==> src/rtl/milestone_mac_array.sv <==
// rtl/milestone_mac_array.sv - multi-channel multiply-accumulate engine with valid/ready handshakes
//
// Purpose: each of NUM_CH channels accumulates +/- sample*coef over NUM_TAPS accepted
// beats, starting from a common loadable value. It then presents the raw sums and a
// shifted, clipped pixel value for each channel until the consumer accepts them.
//
// Ports:
//   Clock_50   - system clock, rising edge
//   Resetn     - asynchronous active-low reset
//   start      - load init_value into all channels and begin accumulating (IDLE only)
//   clear      - synchronous abort to IDLE; accumulators hold
//   init_value - signed start value shared by all channels
//   in_valid   - input beat present
//   in_ready   - engine accepts a beat (ACCUM state)
//   sample     - per-channel signed samples, channel 0 at LSBs
//   coef       - per-channel signed coefficients, channel 0 at LSBs
//   subtract   - beat's products are subtracted instead of added
//   out_valid  - results valid, held until out_ready
//   out_ready  - consumer accepts results
//   acc_raw    - per-channel signed accumulator contents
//   result     - per-channel clip(acc >>> OUT_SHIFT, 0, 2^OUT_W-1)
//   busy       - high whenever the engine is not IDLE
module milestone_mac_array #(
    parameter int NUM_CH    = 3,
    parameter int DATA_W    = 16,
    parameter int COEF_W    = 16,
    parameter int ACC_W     = 32,
    parameter int NUM_TAPS  = 6,
    parameter int OUT_SHIFT = 8,
    parameter int OUT_W     = 8
) (
    input  logic                     Clock_50,
    input  logic                     Resetn,
    input  logic                     start,
    input  logic                     clear,
    input  logic [ACC_W-1:0]         init_value,
    input  logic                     in_valid,
    output logic                     in_ready,
    input  logic [NUM_CH*DATA_W-1:0] sample,
    input  logic [NUM_CH*COEF_W-1:0] coef,
    input  logic                     subtract,
    output logic                     out_valid,
    input  logic                     out_ready,
    output logic [NUM_CH*ACC_W-1:0]  acc_raw,
    output logic [NUM_CH*OUT_W-1:0]  result,
    output logic                     busy
);

    localparam int CNT_W = $clog2(NUM_TAPS + 1);
    localparam int PROD_W = DATA_W + COEF_W;
    localparam logic signed [ACC_W-1:0] RES_MAX = ACC_W'((64'd1 << OUT_W) - 64'd1);

    typedef enum logic [1:0] {
        ST_IDLE  = 2'd0,
        ST_ACCUM = 2'd1,
        ST_DRAIN = 2'd2,
        ST_OUT   = 2'd3
    } state_t;

    state_t           state_q;
    logic [CNT_W-1:0] tap_cnt_q;
    logic             s1_valid_q;
    logic             s1_sub_q;

    logic accept;
    logic load_init;
    logic acc_update;

    assign in_ready  = (state_q == ST_ACCUM);
    assign out_valid = (state_q == ST_OUT);
    assign busy      = (state_q != ST_IDLE);

    assign accept     = in_valid && in_ready;
    assign load_init  = (state_q == ST_IDLE) && start && !clear;
    // clear drops the pending stage-1 product, so it must not reach the accumulators
    assign acc_update = s1_valid_q && !clear;

    always_ff @(posedge Clock_50 or negedge Resetn) begin
        if (!Resetn) begin
            state_q    <= ST_IDLE;
            tap_cnt_q  <= '0;
            s1_valid_q <= 1'b0;
            s1_sub_q   <= 1'b0;
        end else if (clear) begin
            state_q    <= ST_IDLE;
            s1_valid_q <= 1'b0;
        end else begin
            case (state_q)
                ST_IDLE: begin
                    s1_valid_q <= 1'b0;
                    if (start) begin
                        tap_cnt_q <= '0;
                        state_q   <= ST_ACCUM;
                    end
                end
                ST_ACCUM: begin
                    s1_valid_q <= accept;
                    if (accept) begin
                        s1_sub_q  <= subtract;
                        tap_cnt_q <= tap_cnt_q + 1'b1;
                        if (tap_cnt_q == CNT_W'(NUM_TAPS - 1)) begin
                            state_q <= ST_DRAIN;
                        end
                    end
                end
                ST_DRAIN: begin
                    // the first DRAIN edge folds in the last product; present
                    // results only once stage 1 is empty
                    s1_valid_q <= 1'b0;
                    if (!s1_valid_q) begin
                        state_q <= ST_OUT;
                    end
                end
                ST_OUT: begin
                    s1_valid_q <= 1'b0;
                    if (out_ready) begin
                        state_q <= ST_IDLE;
                    end
                end
                default: state_q <= ST_IDLE;
            endcase
        end
    end

    for (genvar c = 0; c < NUM_CH; c++) begin : g_ch
        logic signed [PROD_W-1:0] prod_full;
        logic signed [ACC_W-1:0]  prod_ext;
        logic signed [ACC_W-1:0]  prod_q;
        logic signed [ACC_W-1:0]  acc_q;
        logic signed [ACC_W-1:0]  acc_d;
        logic signed [ACC_W-1:0]  shifted;
        logic [OUT_W-1:0]         res_ch;

        assign prod_full = $signed(sample[c*DATA_W +: DATA_W]) * $signed(coef[c*COEF_W +: COEF_W]);
        assign prod_ext  = ACC_W'(prod_full);

        always_comb begin
            acc_d = acc_q;
            if (load_init) begin
                acc_d = $signed(init_value);
            end else if (acc_update) begin
                acc_d = s1_sub_q ? (acc_q - prod_q) : (acc_q + prod_q);
            end
        end

        always_ff @(posedge Clock_50 or negedge Resetn) begin
            if (!Resetn) begin
                prod_q <= '0;
                acc_q  <= '0;
            end else begin
                if (accept && !clear) begin
                    prod_q <= prod_ext;
                end
                acc_q <= acc_d;
            end
        end

        always_comb begin
            shifted = acc_q >>> OUT_SHIFT;
            res_ch  = shifted[OUT_W-1:0];
            if (shifted < 0) begin
                res_ch = '0;
            end else if (shifted > RES_MAX) begin
                res_ch = '1;
            end
        end

        assign acc_raw[c*ACC_W +: ACC_W] = acc_q;
        assign result[c*OUT_W +: OUT_W]  = res_ch;
    end

endmodule

==> config.mk <==
export PLATFORM = sky130hd
export DESIGN_NAME = milestone_mac_array
export DESIGN_NICKNAME = d
export VERILOG_FILES = /design/src/rtl/milestone_mac_array.sv
export SDC_FILE = /design/constraint.sdc
export NUM_CORES = 2
export LEC_CHECK = 0
export ABC_AREA = 1
export CAP_MARGIN = 30
export CORE_AREA = 4 4 268 336
export CTS_CLUSTER_DIAMETER = 50
export CTS_CLUSTER_SIZE = 24
export DETAILED_ROUTE_END_ITERATION = 7
export DIE_AREA = 0 0 272 340
export PLACE_DENSITY = 0.76
export SYNTH_ARGS = -nofsm -noshare
export SYNTH_HDL_FRONTEND = slang
export SYNTH_SLANG_ARGS = --single-unit
==> constraint.sdc <==
create_clock -name Clock_50 -period 6.55 [get_ports Clock_50]
set_input_delay 0.9825 -clock Clock_50 [delete_from_list [all_inputs] [get_ports Clock_50]]
set_output_delay 0.9825 -clock Clock_50 [all_outputs]
set_load 0.01 [all_outputs]
==> results.yml <==
layout:
  regArea_mm2: 0.00498
  n_fill_cell: 7726
  area_growth_pct: 13.9
  drive_gt1_share_pct: 6.81
  multi_input_area_mm2: 0.0366
  layout.nets: 8646
  instances_no_fill: 8556
placement:
  io_buffers: 257
  gp_congestion: 1.00
  hpwl_mm: 123
  dp.cells: 8523
drt:
  vias_per_cell: 5.27
  drtIter0Drc: 3694
  routed_wl_mm: 142
  firstDrtPassIters: 5
  ant_nets: 0
  drc_errors: 0
  via_count: 45100
  wire_per_inst_um: 16.6
setup_path:
  cp_data_required_time_ns: 6.88
  r2r_setup_slack_ns: 3.02
  path_class: "in2reg"
  cp-end-kind: "register"
  start_kind: "input port"
  crit_top_cell: "inv_1"
  cp_top_family: "adder cells"
  crit_path_top_delay_cell: "clkdlybuf4s50_1"
  critical_path.cell_chain: "clkdlybuf4s50_1 -> buf_12 -> nand2_1 -> inv_1 -> fa_1 -> inv_1 -> fa_1 -> fa_1 -> inv_1 -> fa_1 -> fa_1 -> inv_1 -> fa_1 -> inv_1 -> ha_1 -> inv_1 -> o21ai_0 -> a21boi_2 -> o21ai_0 -> inv_1 -> nand3_1 -> nand2_1 -> nand3_1 -> o21ai_0"
  critPathMaxStageDelay_ns: 0.55
  crit_buf_inv: 9
  critical_path.max_fanout: 13
  cp.arrival_ns: 6.58
yosys:
  syn-num-nets: 8247
  yosysWarnings: 0
  syn-instance-count: 6975
  yosysSeqAreaShare_pct: 10.1
  synth_flop_cell: "dfrtp_1"
  syn_area_mm2: 0.0492
  syn_area_per_cell_um2: 7.06
  ys_seq_elements: 199
  async_reset_ff_share_pct: 100
  synth_edf_count: 0
  ys_types: 53
die:
  start_util_pct: 56.7
  io_pins: 258
  die_w_um: 272
  die_area_mm2: 0.0925
  fp.coreArea_mm2: 0.0867
  row_count: 121
  die_y_um: 340
clock_network:
  cts-htree-levels: 4
  tritoncts: "done"
  clk_latency_ns: 0.48
  cts_setup_buffers: 0
  root_buffer: "clkbuf_16"
  cts_buffers: 17
  cts_sinks: 199
  cts_hold_buf: 0
  clkTransAtPathRegs_ns: 0.08
  clock_path_buffers: 2
  cts_resized: 0
timing:
  rsz0062_at_grt: "no"
  finalHoldViolations: 0
  finalCriticalPeriod_ns: 6.25
  clock_skew_ns: 0.0138
  tns_ns: 0
  setup_viol: 0
  max_slew.worst_pin.slew_ns: 0.845
  timing.fmax_mhz: 160
  slew_violations: 0
  maxSlewHeadroom_pct: 43.6
  min_period_over_period_pct: 95.4
hold_path:
  min_path_type: "in2async"
global_routing:
  antenna_found_initial: 2
  grt_overflow: 0
  grt_pass1_vias: 45700
  grt_max_degree: 121
  grt_use_total_pct: 31.2
  grt_pass1_wl_mm: 234
status:
  status: "finished, final reports clean"
flow_run:
  max_cap_violations: 0
-- layout make-up --
type | instances | share of cell area [%]
inverter | 1804 | 12.1
tap | 1168 | 2.61
antenna | 1 | 0.00446
timing repair buffer | 612 | 10.1
multi-input combinational | 4740 | 65.3
sequential | 199 | 8.88
clock inverter | 15 | 0.328
clock buffer | 17 | 0.759
-- cells in the final DEF, fill, tap and decap left out, types with 7 or more instances in the layout --
| cell | instances |
|---|---|
| nor2_2 | 14 |
| nand3b_1 | 18 |
| nor3_2 | 7 |
| clkdlybuf4s50_1 | 256 |
| nand2_1 | 1805 |
| a21oi_2 | 7 |
| a21oi_1 | 308 |
| nor3_1 | 50 |
| nand4_1 | 82 |
| buf_4 | 322 |
| xnor2_1 | 50 |
| inv_2 | 10 |
| o21bai_1 | 40 |
| nand3_1 | 261 |
| fa_1 | 787 |
| a21o_1 | 15 |
| clkbuf_16 | 17 |
| or2_2 | 31 |
| xor2_1 | 91 |
| buf_12 | 33 |
| nor4_1 | 16 |
| nor2_1 | 462 |
| o21ai_0 | 233 |
| nand2_2 | 18 |
| ha_1 | 348 |
| o21ai_1 | 16 |
| dfrtp_1 | 199 |
| nand3_2 | 8 |
| inv_1 | 1792 |
| a31oi_1 | 12 |
-- metrics by stage --
step                utilization (%)  hold slack, ns  area, um2  setup WS (ns)
global route                   64.6           0.532      56100        0.00301
finish                         64.6           0.485      56100          0.302
floorplan                         -           0.449      49200          0.296
global placement               63.9           0.467      55400         -0.188
CTS                            64.6           0.501      56100          0.310
detailed placement             63.9           0.479      55400         -0.190
-- kinds of logic after synthesis --
logic type	after synthesis	share of synthesized area, %
compound gates	663	7.32
xor+xnor	141	2.51
fa+ha+maj	1137	40.9
buf+inv	2036	15.6
flops	199	10.1
simple gates	2799	23.5
-- final timing paths --
check | start | end | cells past startpoint
max reg2reg | s1_sub_q | g_ch[0].acc_q[22] | 16
min in group Clock_50 | g_ch[2].prod_q[30] | g_ch[2].prod_q[30] | 2
min reg2reg | g_ch[2].prod_q[30] | g_ch[2].prod_q[30] | 2
min | Resetn | g_ch[2].acc_q[2] | 1
max | coef[38] | g_ch[2].prod_q[22] | 24
max in group asynchronous | Resetn | g_ch[0].acc_q[24] | 2
-- synthesized netlist by cell type (all sizes together), types with 50 or more instances --
cell	n	area (um2)
nor3	57	320
clkbuf	201	754
nand2	1823	6890
nand3	270	1400
ha	348	4350
nand4	84	538
fa	789	15800
a21oi	316	1620
dfrtp	199	4980
inv	1804	6770
nor2	482	1880
xnor2	50	438
o21ai	252	1270
xor2	91	797
-- per-layer routing --
metal | part of all wire [%] | track usage, % | routed length (um)
met1 | 43 | 42.6 | 60600
met2 | 47 | 52.5 | 67400
met3 | 6.4 | 3.29 | 9100
met4 | 3.7 | 10.3 | 5310
met5 | 0 | 0 | 0
-- registers in the layout (all words and copies together) (netlist names) --
name,cells
g_ch.prod_q,96
state_q,2
g_ch.acc_q,96
s1_valid_q,1
s1_sub_q,1
tap_cnt_q,3
Power is not shown: default switching activity piles up to over one toggle a cycle in this logic, so the estimate is an artifact.
